<file path="config.mk">
export PLATFORM = sky130hd
export DESIGN_NAME = boot_load_ctrl
export DESIGN_NICKNAME = d
export VERILOG_FILES = /design/src/rtl/boot_pkg.sv /design/src/rtl/boot_wdog.sv /design/src/rtl/boot_load_ctrl.sv
export SDC_FILE = /design/constraint.sdc
export NUM_CORES = 1
export LEC_CHECK = 0
export CAP_MARGIN = 10
export CORE_MARGIN = 3
export CORE_UTILIZATION = 45
export DETAILED_ROUTE_END_ITERATION = 8
export PLACE_DENSITY = 0.83
export SETUP_SLACK_MARGIN = 0.2
export SLEW_MARGIN = 20
export SYNTH_ARGS = -nofsm -noshare
export SYNTH_HDL_FRONTEND = slang
export SYNTH_SLANG_ARGS = --single-unit
</file>
<file path="constraint.sdc">
create_clock -name clk -period 2.85 [get_ports clk]
set_input_delay 0.57 -clock clk [delete_from_list [all_inputs] [get_ports clk]]
set_output_delay 0.57 -clock clk [all_outputs]
set_load 0.03 [all_outputs]
</file>
<file path="src/rtl/boot_pkg.sv">
// Shared definitions for the boot loader sequencer: FSM state encoding and
// the error codes reported on err_code.
package boot_pkg;

    typedef enum logic [2:0] {
        ST_IDLE  = 3'd0,
        ST_LOAD  = 3'd1,
        ST_RUN   = 3'd2,
        ST_DONE  = 3'd3,
        ST_ERROR = 3'd4
    } state_t;

    localparam logic [1:0] ERR_NONE = 2'd0;
    localparam logic [1:0] ERR_OVF  = 2'd1;
    localparam logic [1:0] ERR_TMO  = 2'd2;

endpackage

</file>
<file path="src/rtl/boot_wdog.sv">
// Watchdog for the RUN phase: a loadable down-counter that stops at zero and
// flags expiry while it sits there.
module boot_wdog #(
    parameter int WIDTH = 12
) (
    input  logic             clk,
    input  logic             reset,
    input  logic             clear,
    input  logic             load,
    input  logic [WIDTH-1:0] load_value,
    input  logic             enable,
    output logic             expired
);

    logic [WIDTH-1:0] count;

    // Count down from the loaded value while enabled; hold at zero once reached.
    always_ff @(posedge clk or negedge reset) begin
        if (!reset) begin
            count <= '0;
        end else if (clear) begin
            count <= '0;
        end else if (load) begin
            count <= load_value;
        end else if (enable && (count != '0)) begin
            count <= count - 1'b1;
        end
    end

    assign expired = (count == '0);

endmodule

</file>
<file path="src/rtl/boot_load_ctrl.sv">
// Boot loader sequencer: streams program words into external memory while
// holding the CPU in reset, then releases the CPU and watches for the halt PC
// or a watchdog timeout.
// Optional feature macro: BOOT_CHECKSUM_EN adds a running 32-bit checksum of
// every written word on the checksum output.
module boot_load_ctrl
    import boot_pkg::*;
#(
    parameter logic [31:0] BASE_ADDR   = 32'h0,
    parameter int          MAX_WORDS   = 256,
    parameter logic [31:0] HALT_PC     = 32'h13C,
    parameter int          WDOG_CYCLES = 4096
) (
    input  logic        clk,
    input  logic        reset,
    input  logic        start,
    input  logic        ld_valid,
    output logic        ld_ready,
    input  logic [31:0] ld_data,
    input  logic        ld_last,
    input  logic [31:0] cpu_pc,
    output logic        cpu_reset,
    output logic        Ext_MemWrite,
    output logic [31:0] Ext_DataAdr,
    output logic [31:0] Ext_WriteData,
    output logic        busy,
    output logic        done,
    output logic        error,
    output logic [1:0]  err_code,
    output logic [15:0] word_count
`ifdef BOOT_CHECKSUM_EN
    ,
    output logic [31:0] checksum
`endif
);

    localparam int WDOG_W = (WDOG_CYCLES > 2) ? $clog2(WDOG_CYCLES) : 1;
    localparam logic [WDOG_W-1:0] WDOG_LOAD = WDOG_W'(WDOG_CYCLES - 1);
    localparam logic [15:0] MAX_COUNT = 16'(MAX_WORDS);

    state_t state;
    logic   last_taken;
    logic   start_accept;
    logic   wdog_expired;

    assign start_accept = start &&
                          ((state == ST_IDLE) || (state == ST_DONE) || (state == ST_ERROR));

    boot_wdog #(
        .WIDTH(WDOG_W)
    ) u_wdog (
        .clk       (clk),
        .reset     (reset),
        .clear     (start_accept),
        .load      ((state == ST_LOAD) && last_taken),
        .load_value(WDOG_LOAD),
        .enable    (state == ST_RUN),
        .expired   (wdog_expired)
    );

    // Main sequencer: owns the write port, CPU reset and status flags.
    always_ff @(posedge clk or negedge reset) begin
        if (!reset) begin
            state         <= ST_IDLE;
            last_taken    <= 1'b0;
            cpu_reset     <= 1'b1;
            Ext_MemWrite  <= 1'b0;
            Ext_DataAdr   <= BASE_ADDR;
            Ext_WriteData <= 32'h0;
            ld_ready      <= 1'b0;
            busy          <= 1'b0;
            done          <= 1'b0;
            error         <= 1'b0;
            err_code      <= ERR_NONE;
            word_count    <= 16'h0;
        end else begin
            Ext_MemWrite <= 1'b0;
            case (state)
                ST_IDLE, ST_DONE, ST_ERROR: begin
                    if (start) begin
                        state      <= ST_LOAD;
                        last_taken <= 1'b0;
                        ld_ready   <= 1'b1;
                        busy       <= 1'b1;
                        done       <= 1'b0;
                        error      <= 1'b0;
                        err_code   <= ERR_NONE;
                        word_count <= 16'h0;
                    end
                end
                ST_LOAD: begin
                    if (last_taken) begin
                        state      <= ST_RUN;
                        last_taken <= 1'b0;
                        cpu_reset  <= 1'b0;
                    end else if (ld_valid && ld_ready) begin
                        if (word_count == MAX_COUNT) begin
                            state    <= ST_ERROR;
                            ld_ready <= 1'b0;
                            busy     <= 1'b0;
                            error    <= 1'b1;
                            err_code <= ERR_OVF;
                        end else begin
                            Ext_MemWrite  <= 1'b1;
                            Ext_DataAdr   <= BASE_ADDR + 32'({word_count, 2'b00});
                            Ext_WriteData <= ld_data;
                            word_count    <= word_count + 16'd1;
                            if (ld_last) begin
                                ld_ready   <= 1'b0;
                                last_taken <= 1'b1;
                            end
                        end
                    end
                end
                ST_RUN: begin
                    if (cpu_pc == HALT_PC) begin
                        state     <= ST_DONE;
                        cpu_reset <= 1'b1;
                        busy      <= 1'b0;
                        done      <= 1'b1;
                    end else if (wdog_expired) begin
                        state     <= ST_ERROR;
                        cpu_reset <= 1'b1;
                        busy      <= 1'b0;
                        error     <= 1'b1;
                        err_code  <= ERR_TMO;
                    end
                end
                default: begin
                    state <= ST_IDLE;
                end
            endcase
        end
    end

`ifdef BOOT_CHECKSUM_EN
    logic write_accept;

    assign write_accept = (state == ST_LOAD) && !last_taken && ld_valid && ld_ready &&
                          (word_count != MAX_COUNT);

    // Wraparound sum of every word actually written during the current load.
    always_ff @(posedge clk or negedge reset) begin
        if (!reset) begin
            checksum <= 32'h0;
        end else if (start_accept) begin
            checksum <= 32'h0;
        end else if (write_accept) begin
            checksum <= checksum + ld_data;
        end
    end
`endif

endmodule

</file>
# Yosys cells after proc, flatten, opt, wreduce, memory -nomap -nowiden
# Index checks and enable logic that the tools add are counted.
totals:
  reg_bits: 88
  in_bits: 69
  output_inout_bits: 88
  word_cells: 115
classes:
  n_eq_ne: 19
  n_mux: 55
  add_sub_neg: 2
  reduce_logical: 24
  bitwise: 2
ops:
  columns: ["operator", "count"]
  rows:
  - ["2-to-1 mux 16 bit", 4]
  - ["2-to-1 mux 12 bit", 3]
  - ["== test 32 x 9 -> 1 bit, second input constant", 1]
  - ["one-hot mux 16 bit (2 select lines)", 1]
  - ["2-to-1 mux 1 bit", 27]
  - ["2-to-1 mux 3 bit", 6]
  - ["adder 16 x 1 -> 16 bit, second input constant", 1]
  - ["== test 16 x 9 -> 1 bit, second input constant", 1]
  - ["inequality test 2 bit, second input constant", 7]
  - ["logical NOT 12 bit", 1]
  - ["2-to-1 mux 2 bit", 6]
  - ["nonzero test 12 bit", 1]
  - ["subtractor 12 x 1 -> 12 bit, second input constant", 1]
  - ["AND reduction 5 bit", 2]
  - ["inequality test 3 x 2 -> 1 bit, second input constant", 3]
  - ["one-hot mux 3 bit (3 select lines)", 1]
  - ["one-hot mux 1 bit (2 select lines)", 4]
  - ["AND reduction 4 bit", 2]
  - ["AND reduction 7 bit", 1]
  - ["== test 3 x 2 -> 1 bit, second input constant", 2]
  - ["one-hot mux 1 bit (3 select lines)", 2]
  - ["one-hot mux 2 bit (3 select lines)", 1]
  - ["AND reduction 3 bit", 2]
  - ["AND reduction 6 bit", 1]
  - ["12 further kinds", 21]

# Longest topological paths before layout
# Gate-level depths: netlist of the first run.
logic_depth:
  ltp_word: 5
  ltp_mapped: 10
  mapped_depth_nobuf: 8

# Cells and area by module
# From an unflattened synthesis of the first run, not the netlist that was laid out.
unflattened:
  cells_unflattened: 469
  area_unflattened_um2: 4262.8
modules_own_cells:
  columns: ["mod", "n_inst", "cells_each", "area_each_um2", "seq_area_each_um2"]
  rows:
  - ["boot_load_ctrl", 1, 382, 3450.8, 1903.1]
  - ["boot_wdog", 1, 87, 812.0, 300.3]

# Worst setup path after synthesis of the first run
# No wires, ideal clock.
synth_timing:
  path_type: "flip-flop to flip-flop"
  startpoint: "register word_count[0]"
  endpoint: "register word_count[4]"
  setup_time_ps: 78
  synth_period_minus_slack_ps: 2114
  t_arrival_ps: 2037
  setup_slack_ps: 736
  path_buffers: 1
  path_stages_with_launch: 9
  t_required_ps: 2772
  cell_sequence: "dfrtp_1 inv_1 ha_1 nor3b_1 and4_1 a22o_1 buf_2 or3_1 a21oi_1"
synth_via:
  elab_chain_cells: 5
  elab_cells_between_ends: 8
  classes_between: "1 x add/sub; 2 x eq/ne; 4 x mux; 1 x reduce/logical"
synth_lines:
  columns: ["element", "line_no", "rtl"]
  rows:
  - ["start: declaration", "boot_load_ctrl.sv:30", "output logic [15:0] word_count"]
  - ["start signal: assignment", "boot_load_ctrl.sv:107", "word_count <= word_count + 16'd1;"]
  - ["adder 16 x 1 -> 16 bit", "boot_load_ctrl.sv:107", null]
  - ["2-to-1 mux 16 bit", "boot_load_ctrl.sv:97", "if (word_count == MAX_COUNT) begin"]
  - ["2-to-1 mux 16 bit", "boot_load_ctrl.sv:96", "end else if (ld_valid && ld_ready) begin"]
  - ["2-to-1 mux 16 bit", "boot_load_ctrl.sv:92", "if (last_taken) begin"]
  - ["one-hot mux 16 bit (2 select lines)", "boot_load_ctrl.sv:78", "case (state)"]
# Several ways; a longest one is shown, not always the timed one. The select of a mux whose other input is x is not followed.
# A chain may end at the register's enable or synchronous reset.

# Worst setup path after layout of the first run
layout_timing:
  startpoint: "register u_wdog.count[0]"
  endpoint: "register u_wdog.count[5]"
layout_via:
  elab_chain_cells: 4
  elab_cells_between_ends: 7
  classes_between: "1 x add/sub; 3 x mux; 3 x reduce/logical"
layout_lines:
  columns: ["element", "line_no", "rtl"]
  rows:
  - ["start: declaration", "boot_wdog.sv:15", "logic [WIDTH-1:0] count;"]
  - ["start signal: assignment", "boot_wdog.sv:24", "count <= load_value;"]
  - ["start signal: assignment", "boot_wdog.sv:26", "count <= count - 1'b1;"]
  - ["subtractor 12 x 1 -> 12 bit", "boot_wdog.sv:26", null]
  - ["2-to-1 mux 12 bit", "boot_wdog.sv:25", "end else if (enable && (count != '0)) begin"]
  - ["2-to-1 mux 12 bit", "boot_wdog.sv:23", "end else if (load) begin"]
  - ["2-to-1 mux 12 bit", "boot_wdog.sv:21", "end else if (clear) begin"]
# Several ways; a longest one is shown, not always the timed one. The select of a mux whose other input is x is not followed.

==> results.yml, run 1 <==
run_status:
  outcome: "completed"
die:
  die_h_um: 102.9
  start_util_pct: 47.32
  die-area_um2: 10590
  die_w_um: 102.9
  rows: 34
  core_area_um2: 8934
  ios: 157
yosys:
  synth-edff-count: 0
  synth_compound_gate_area_share_pct: 12.81
  postSynthAreaPerCell_um2: 9.092
  synth_flop_cell: "dfrtp_1"
  synth_top_family_by_area: "simple AND/OR/NAND/NOR gates"
  syn_inst: 465
  syn-cell-area_um2: 4228
  synth_cell_types: 48
  yosys.area_share.simple_pct: 25.45
  synth_seq_cells: 88
  synth_xor_area_share_pct: 1.864
  synth.area.mux_share_pct: 0
  synth-seq-area-share_pct: 52.12
  synthArstFlopShare_pct: 100.0
  synthAdderAreaFrac_pct: 1.184
  ys_warn_count: 0
power:
  power.net_switching_uw: 2298
  p_clk_share_pct: 17.8
  p_seq_share_pct: 35.3
  swShare_pct: 42.38
  p_int_uw: 3125
  power_density_nw_per_um2: 917.8
  leakagePower_uw: 0.002651
  ir_drop_mv: 0.3637
  finalPower_uw: 5424
  pwr-share-comb_pct: 46.9
clocking:
  holdBufCountCts: 0
  htreeDepth: 3
  cts_setup_buffers: 0
  path_clk_slew_ps: 90
  root_buffer: "clkbuf_8"
  cts_buffers: 9
  clockBufferDepth: 2
  cts.sinks: 88
  cts_tree: "built"
  clkLatencyLatePin_ps: 350
  cts-resized-gates: 0
worst_hold_path:
  hold_class: "in -> async"
critical_path:
  crit_arrival_ps: 2500
  end_kind: "flip-flop"
  max_stage_delay_ps: 560
  path_buf_inv: 1
  worstSetupPathType: "reg -> reg"
  cp_top_family: "simple AND/OR/NAND/NOR gates"
  slowest_stage: "o31ai_2"
  startpoint_type: "flip-flop"
  crit_required_ps: 3050
  reg2reg_from: "u_wdog.count[0]$_DFFE_PN0P_"
  crit_fanout: 9
  path_cells: "inv_1 > ha_1 > or4b_1 > o31ai_2 > nor2_1 > nor3b_1 > o21ai_0"
  crit_start: "u_wdog.count[0]$_DFFE_PN0P_"
routing:
  routed_wl_um: 10540
  viasPerCell: 5.273
  ant_nets: 0
  wire_per_inst_um: 14.79
  drc: 0
  dr_total_vias: 3760
  drt_iter0_drc: 139
  firstDrtPassIters: 4
final_layout:
  layout-area-overhead-vs-synth_pct: 39.78
  drive_gt1_share_pct: 6.446
  fin_cells: 713
  antenna_cells: 0
  stdcell_area_um2: 5909
  post-route-util_pct: 66.15
  num-nets-final: 673
timing:
  finalCriticalPeriod_ps: 2294
  tns_ps: 0
  maxSlewViolCount: 0
  clock.fmax_ghz: 0.4360
  finalSetupViolCount: 0
  relSlewSlack_pct: 57.36
  worst_clock_skew_ps: 13.43
  tightest_slew_ps: 633.8
  fin_crit_sh_pct: 80.48
  rsz0062_at_grt: "false"
  hold_violations: 0
global_route:
  grt_max_degree: 53
  grt_use_total_pct: 19.86
  grt_pass1_wl_um: 17040
  antenna_found_initial: 0
  grt-ovfl-total: 0
  grt_pass1_vias: 3709
place:
  gp_congestion: 0.8752
  port-buffer-count: 140
  dp_cells: 697
  place_area_um2: 5684
  dpl.hpwl_um: 7678
flow_run:
  max-cap-violations: 0
cells in the mapped netlist, types with 3 or more instances:
cell type	instances	area [µm²]
or3_1	5	31.28
a22o_1	4	35.03
o211ai_1	12	90.09
inv_1	14	52.55
ha_1	4	50.05
nand4_1	4	25.02
nand2_1	158	593.1
nor4_1	10	62.56
o311ai_0	5	43.79
nand3_1	16	80.08
a211oi_1	4	30.03
o21ai_0	17	85.08
buf_2	9	45.04
clkbuf_1	12	45.04
nor2_1	17	63.81
xnor2_1	9	78.83
or4_1	7	52.55
and3_1	3	18.77
nor4b_1	3	26.28
buf_4	17	127.6
nor3b_1	3	22.52
a21oi_1	11	55.05
a2111oi_2	6	90.09
dfrtp_1	87	2177
registers in the layout (all words and copies together), names as in the netlist, 2 cells and up:
signal         cells
state              3
Ext_DataAdr       16
err_code           2
Ext_WriteData     32
word_count        16
u_wdog.count      12
metrics by stage:
step                worst slack, ps  hold slack, ps
floorplan                     735.8           274.4
global placement              364.2           456.3
detailed placement            314.3           461.4
CTS                           542.9           231.0
global route                  312.0           255.8
finish                        556.4           221.0
area by class of cell:
| cell class | instances | area [µm²] |
|---|---|---|
| Timing Repair Buffer | 148 | 1484 |
| Inverter | 14 | 52.55 |
| Clock inverter | 7 | 101.3 |
| Tap cell | 108 | 135.1 |
| Clock buffer | 9 | 123.9 |
| Fill cell | 742 | 3024 |
| Multi-Input combinational cell | 339 | 1809 |
| Sequential cell | 88 | 2203 |
kinds of logic (layout without fill, tap and decap cells):
kind of cell / count (synthesis) / count (layout)
other cells: 1 / 16
buf+inv: 53 / 178
fa+ha+maj: 4 / 4
simple gates: 238 / 238
xor+xnor: 9 / 9
compound gates: 72 / 72
flops: 88 / 88
worst reg2reg max path: cells and delay by family, from the launching register on:
| kind | cells | cell delay (ps) |
|---|---|---|
| compound gates | 2 | 670 |
| flops | 1 | 440 |
| simple gates | 3 | 800 |
| fa+ha+maj | 1 | 130 |
| buf+inv | 1 | 100 |
power by group through the flow:
stage / Combinational [µW] / Clock, µW / Sequential, µW
finish: 2540 / 966 / 1910
global route: 2780 / 1040 / 1970
CTS: 2570 / 980 / 1910
detailed placement: 2560 / 0 / 1940
global placement: 2500 / 0 / 1910
floorplan: 1110 / 0 / 2410
worst paths after layout:
path / to / slack, ps / cells after the start
max in group asynchronous: cpu_reset$_DFFE_PN1P_ / 1940 / 2
min in group clk: Ext_WriteData[17]$_DFFE_PN0P_ / 480 / 2
worst min-delay path: Ext_WriteData[16]$_DFFE_PN0P_ / 220 / 1
worst max register to register: u_wdog.count[5]$_DFFE_PN0P_ / 560 / 7
worst min register to register: Ext_WriteData[17]$_DFFE_PN0P_ / 480 / 2
worst max-delay path: u_wdog.count[5]$_DFFE_PN0P_ / 560 / 7
routing by layer:
| metal | vias up | GRT usage, % | part of all wire [%] | wire length (µm) |
|---|---|---|---|---|
| li1 | 1828 | - | - | - |
| met1 | 1798 | 24.77 | 43 | 4486 |
| met2 | 126 | 35.18 | 50 | 5226 |
| met3 | 8 | 4.060 | 7.0 | 740 |
| met4 | 0 | 5.080 | 0.85 | 90 |
| met5 | - | 0 | 0 | 0 |
cell usage in the layout, fill, tap and decap left out, drive strengths merged, types with 3 or more instances in the layout:
master / Yosys / layout
nor4: 10 / 10
a22o: 4 / 4
a2111oi: 6 / 6
buf: 27 / 9
nand3: 16 / 16
o21ai: 17 / 17
nor2: 18 / 18
o31ai: 3 / 3
a211oi: 4 / 4
or4: 7 / 7
inv: 14 / 16
nand2b: 3 / 3
nand2: 158 / 158
dfrtp: 87 / 87
ha: 4 / 4
clkbuf: 12 / 9
nand4: 4 / 4
o311ai: 5 / 5
clkdlybuf4s50: 0 / 139
conb: 1 / 16
nor4b: 3 / 3
nor3b: 4 / 4
a21oi: 11 / 11
xnor2: 9 / 9
and3: 3 / 3
or3: 5 / 5
o211ai: 12 / 12
(Power assumes the default switching activity.)
==> run 2, diff against run 1 <==
--- a/config.mk
+++ b/config.mk
@@ -7,9 +7,9 @@
 export LEC_CHECK = 0
 export CAP_MARGIN = 10
 export CORE_MARGIN = 3
-export CORE_UTILIZATION = 45
+export CORE_UTILIZATION = 40
 export DETAILED_ROUTE_END_ITERATION = 8
-export PLACE_DENSITY = 0.83
+export PLACE_DENSITY = 0.78
 export SETUP_SLACK_MARGIN = 0.2
 export SLEW_MARGIN = 20
 export SYNTH_ARGS = -nofsm -noshare
==> constraint.sdc (replaced) <==
create_clock -name clk -period 1.96 [get_ports clk]
set_input_delay 0.392 -clock clk [delete_from_list [all_inputs] [get_ports clk]]
set_output_delay 0.392 -clock clk [all_outputs]
set_load 0.03 [all_outputs]
==> run 2 against run 1 <==
Effect of this change: highest routed layer unchanged; via count increased by 15%; clock skew increased by 2.0 ps; the flow now finishes with violations (setup timing); critical path depth decreased by 1; critical endpoint is now u_wdog.count[9]$_DFFE_PN0P_; die area increased by 12%; register-to-register slack got worse by 620 ps; final area increased by 23%; sequential power increased by 44%; first-iteration DRC count increased by 130%.
==> results.yml, run 2 (synthesis gave the netlist of run 1 again) <==
final_layout:
  top_register: "Ext_WriteData"
  largest_reg_flops: 32
  antenna_cells: 0
  reg.largest.list: "Ext_WriteData (32), Ext_DataAdr (16), word_count (16)"
  layout-area-overhead-vs-synth_pct: 71.80
  final_common_cell: "nand2_1"
  drive_gt1_share_pct: 33.68
  fillers: 669
  fin_cells: 813
  num-nets-final: 748
  multiInputGateArea_um2: 2479
  layout_common_cells: "nand2_1 (100), dfrtp_1 (80), clkdlybuf4s50_1 (66), dlygate4sd2_1 (63), buf_4 (59)"
  seqCellArea_um2: 2212
die:
  core_area_um2: 10040
  die_w_um: 108.8
  ios: 157
  rows: 36
  die-area_um2: 11840
  die_h_um: 108.8
  start_util_pct: 42.09
global_route:
  grt_use_total_pct: 22.50
  grt_max_degree: 46
  grt_pass1_vias: 4228
  antenna_found_initial: 0
  grt_pass1_wl_um: 20910
  grt-ovfl-total: 0
timing:
  fin_crit_sh_pct: 103.5
  hold_violations: 0
  finalSetupViolCount: 8
  clock.fmax_ghz: 0.4931
  worst_clock_skew_ps: 15.47
  finalCriticalPeriod_ps: 2028
  layout_setup_ws_ps: -68.14
  rsz0062_at_grt: "true"
  tightest_slew_ps: 522.7
  relSlewSlack_pct: 65.07
  maxSlewViolCount: 0
  whs_ps: 469.7
critical_path:
  path_buf_inv: 1
  worstSetupPathType: "reg -> reg"
  slowest_stage: "or4_1"
  end_kind: "flip-flop"
  path_cells: "or4_1 > buf_4 > o31ai_4 > nor2_1 > nor3b_2 > o21ai_1"
  crit_fanout: 5
  max_stage_delay_ps: 580
  cp_top_family: "simple AND/OR/NAND/NOR gates"
  crit_arrival_ps: 2250
  startpoint_type: "flip-flop"
  crit_required_ps: 2180
flow_run:
  max-cap-violations: 0
clocking:
  cts_tree: "built"
  clkLatencyLatePin_ps: 370
  root_buffer: "clkbuf_8"
  path_clk_slew_ps: 90
  htreeDepth: 3
  cts.sinks: 88
  clockBufferDepth: 2
  cts_buffers: 9
power:
  finalPower_uw: 9656
  power_density_nw_per_um2: 1329
  ir_drop_mv: 0.7830
  leakagePower_uw: 0.003608
run_status:
  outcome: "finished with violations"
  violations: "setup timing"
routing:
  viasPerCell: 5.320
  firstDrtPassIters: 4
  wire_per_inst_um: 18.50
  drc: 0
  routed_wl_um: 15040
  dr_total_vias: 4325
  drt_iter0_drc: 323
  ant_nets: 0
place:
  port-buffer-count: 140
  gp_congestion: 0.8487
  dpl.hpwl_um: 9401
  dp_cells: 769
worst_hold_path:
  hold_class: "in -> async"
[run 2: stage by stage]
step / area (µm²) / util (%) / TNS (ps) / worst slack (ps)
2_1_floorplan: 4484 / - / 0 / 22.67
3_3_place_gp: 6222 / 61.95 / -4892 / -355.3
3_5_place_dp: 6222 / 61.95 / -6743 / -432.2
4_1_cts: 6603 / 65.73 / -406.4 / -77.46
5_1_grt: 7263 / 72.31 / -1515 / -172.9
6_report: 7263 / 72.31 / -269.0 / -68.14
[run 2: routing by layer]
layer	vias to the layer above	global-route usage, %	wire [µm]
li1	1990	-	-
met5	-	0	0
met1	2172	28.09	5809
met4	0	8.115	386
met3	30	3.256	664
met2	133	39.63	8184
[run 2: where the power goes]
| group | total, µW | switching, µW | internal [µW] |
|---|---|---|---|
| registers | 2750 | 373 | 2370 |
| clock network | 1240 | 752 | 486 |
| logic | 5670 | 3230 | 2440 |
| total | 9660 | 4360 | 5300 |
[run 2: area by class of cell]
| type | instances | share of cell area, % |
|---|---|---|
| timing repair buffer | 223 | 29.70 |
| multi-input combinational | 339 | 34.13 |
| clock buffer | 9 | 1.705 |
| inverter | 14 | 0.8958 |
| clock inverter | 7 | 0.8269 |
| tap | 133 | 2.291 |
| sequential | 88 | 30.46 |
[run 2: path summary, 6_finish.rpt]
check | depth (start not counted) | endpoint | start | slack (ps)
hold / removal | 2 | u_wdog.count[4]$_DFFE_PN0P_ | reset | 470
setup reg to reg | 6 | u_wdog.count[9]$_DFFE_PN0P_ | u_wdog.count[8]$_DFFE_PN0P_ | -70
setup / recovery | 6 | u_wdog.count[9]$_DFFE_PN0P_ | u_wdog.count[8]$_DFFE_PN0P_ | -70
max in group asynchronous | 3 | ld_ready$_DFFE_PN0P_ | reset | 880
hold reg to reg | 2 | Ext_WriteData[10]$_DFFE_PN0P_ | Ext_WriteData[10]$_DFFE_PN0P_ | 470
min in group clk | 2 | Ext_WriteData[10]$_DFFE_PN0P_ | Ext_WriteData[10]$_DFFE_PN0P_ | 470
[run 2: repair_timing]
action	CTS	global route
gates resized for setup	124	138
hold buffers	1	0
pin swaps	26	37
endpoints found under the hold margin	22	0
gates cloned	1	5
buffers inserted	7	14
setup endpoints to repair	156	93
==> run 3, diff against run 2 <==
--- a/config.mk
+++ b/config.mk
@@ -5,10 +5,10 @@
 export SDC_FILE = /design/constraint.sdc
 export NUM_CORES = 1
 export LEC_CHECK = 0
-export CAP_MARGIN = 10
 export CORE_MARGIN = 3
 export CORE_UTILIZATION = 40
 export DETAILED_ROUTE_END_ITERATION = 8
+export GPL_TIMING_DRIVEN = 1
 export PLACE_DENSITY = 0.78
 export SETUP_SLACK_MARGIN = 0.2
 export SLEW_MARGIN = 20
==> results of run 3 <==
Same layout as run 2: the final DEF is identical, and so are final timing and power.
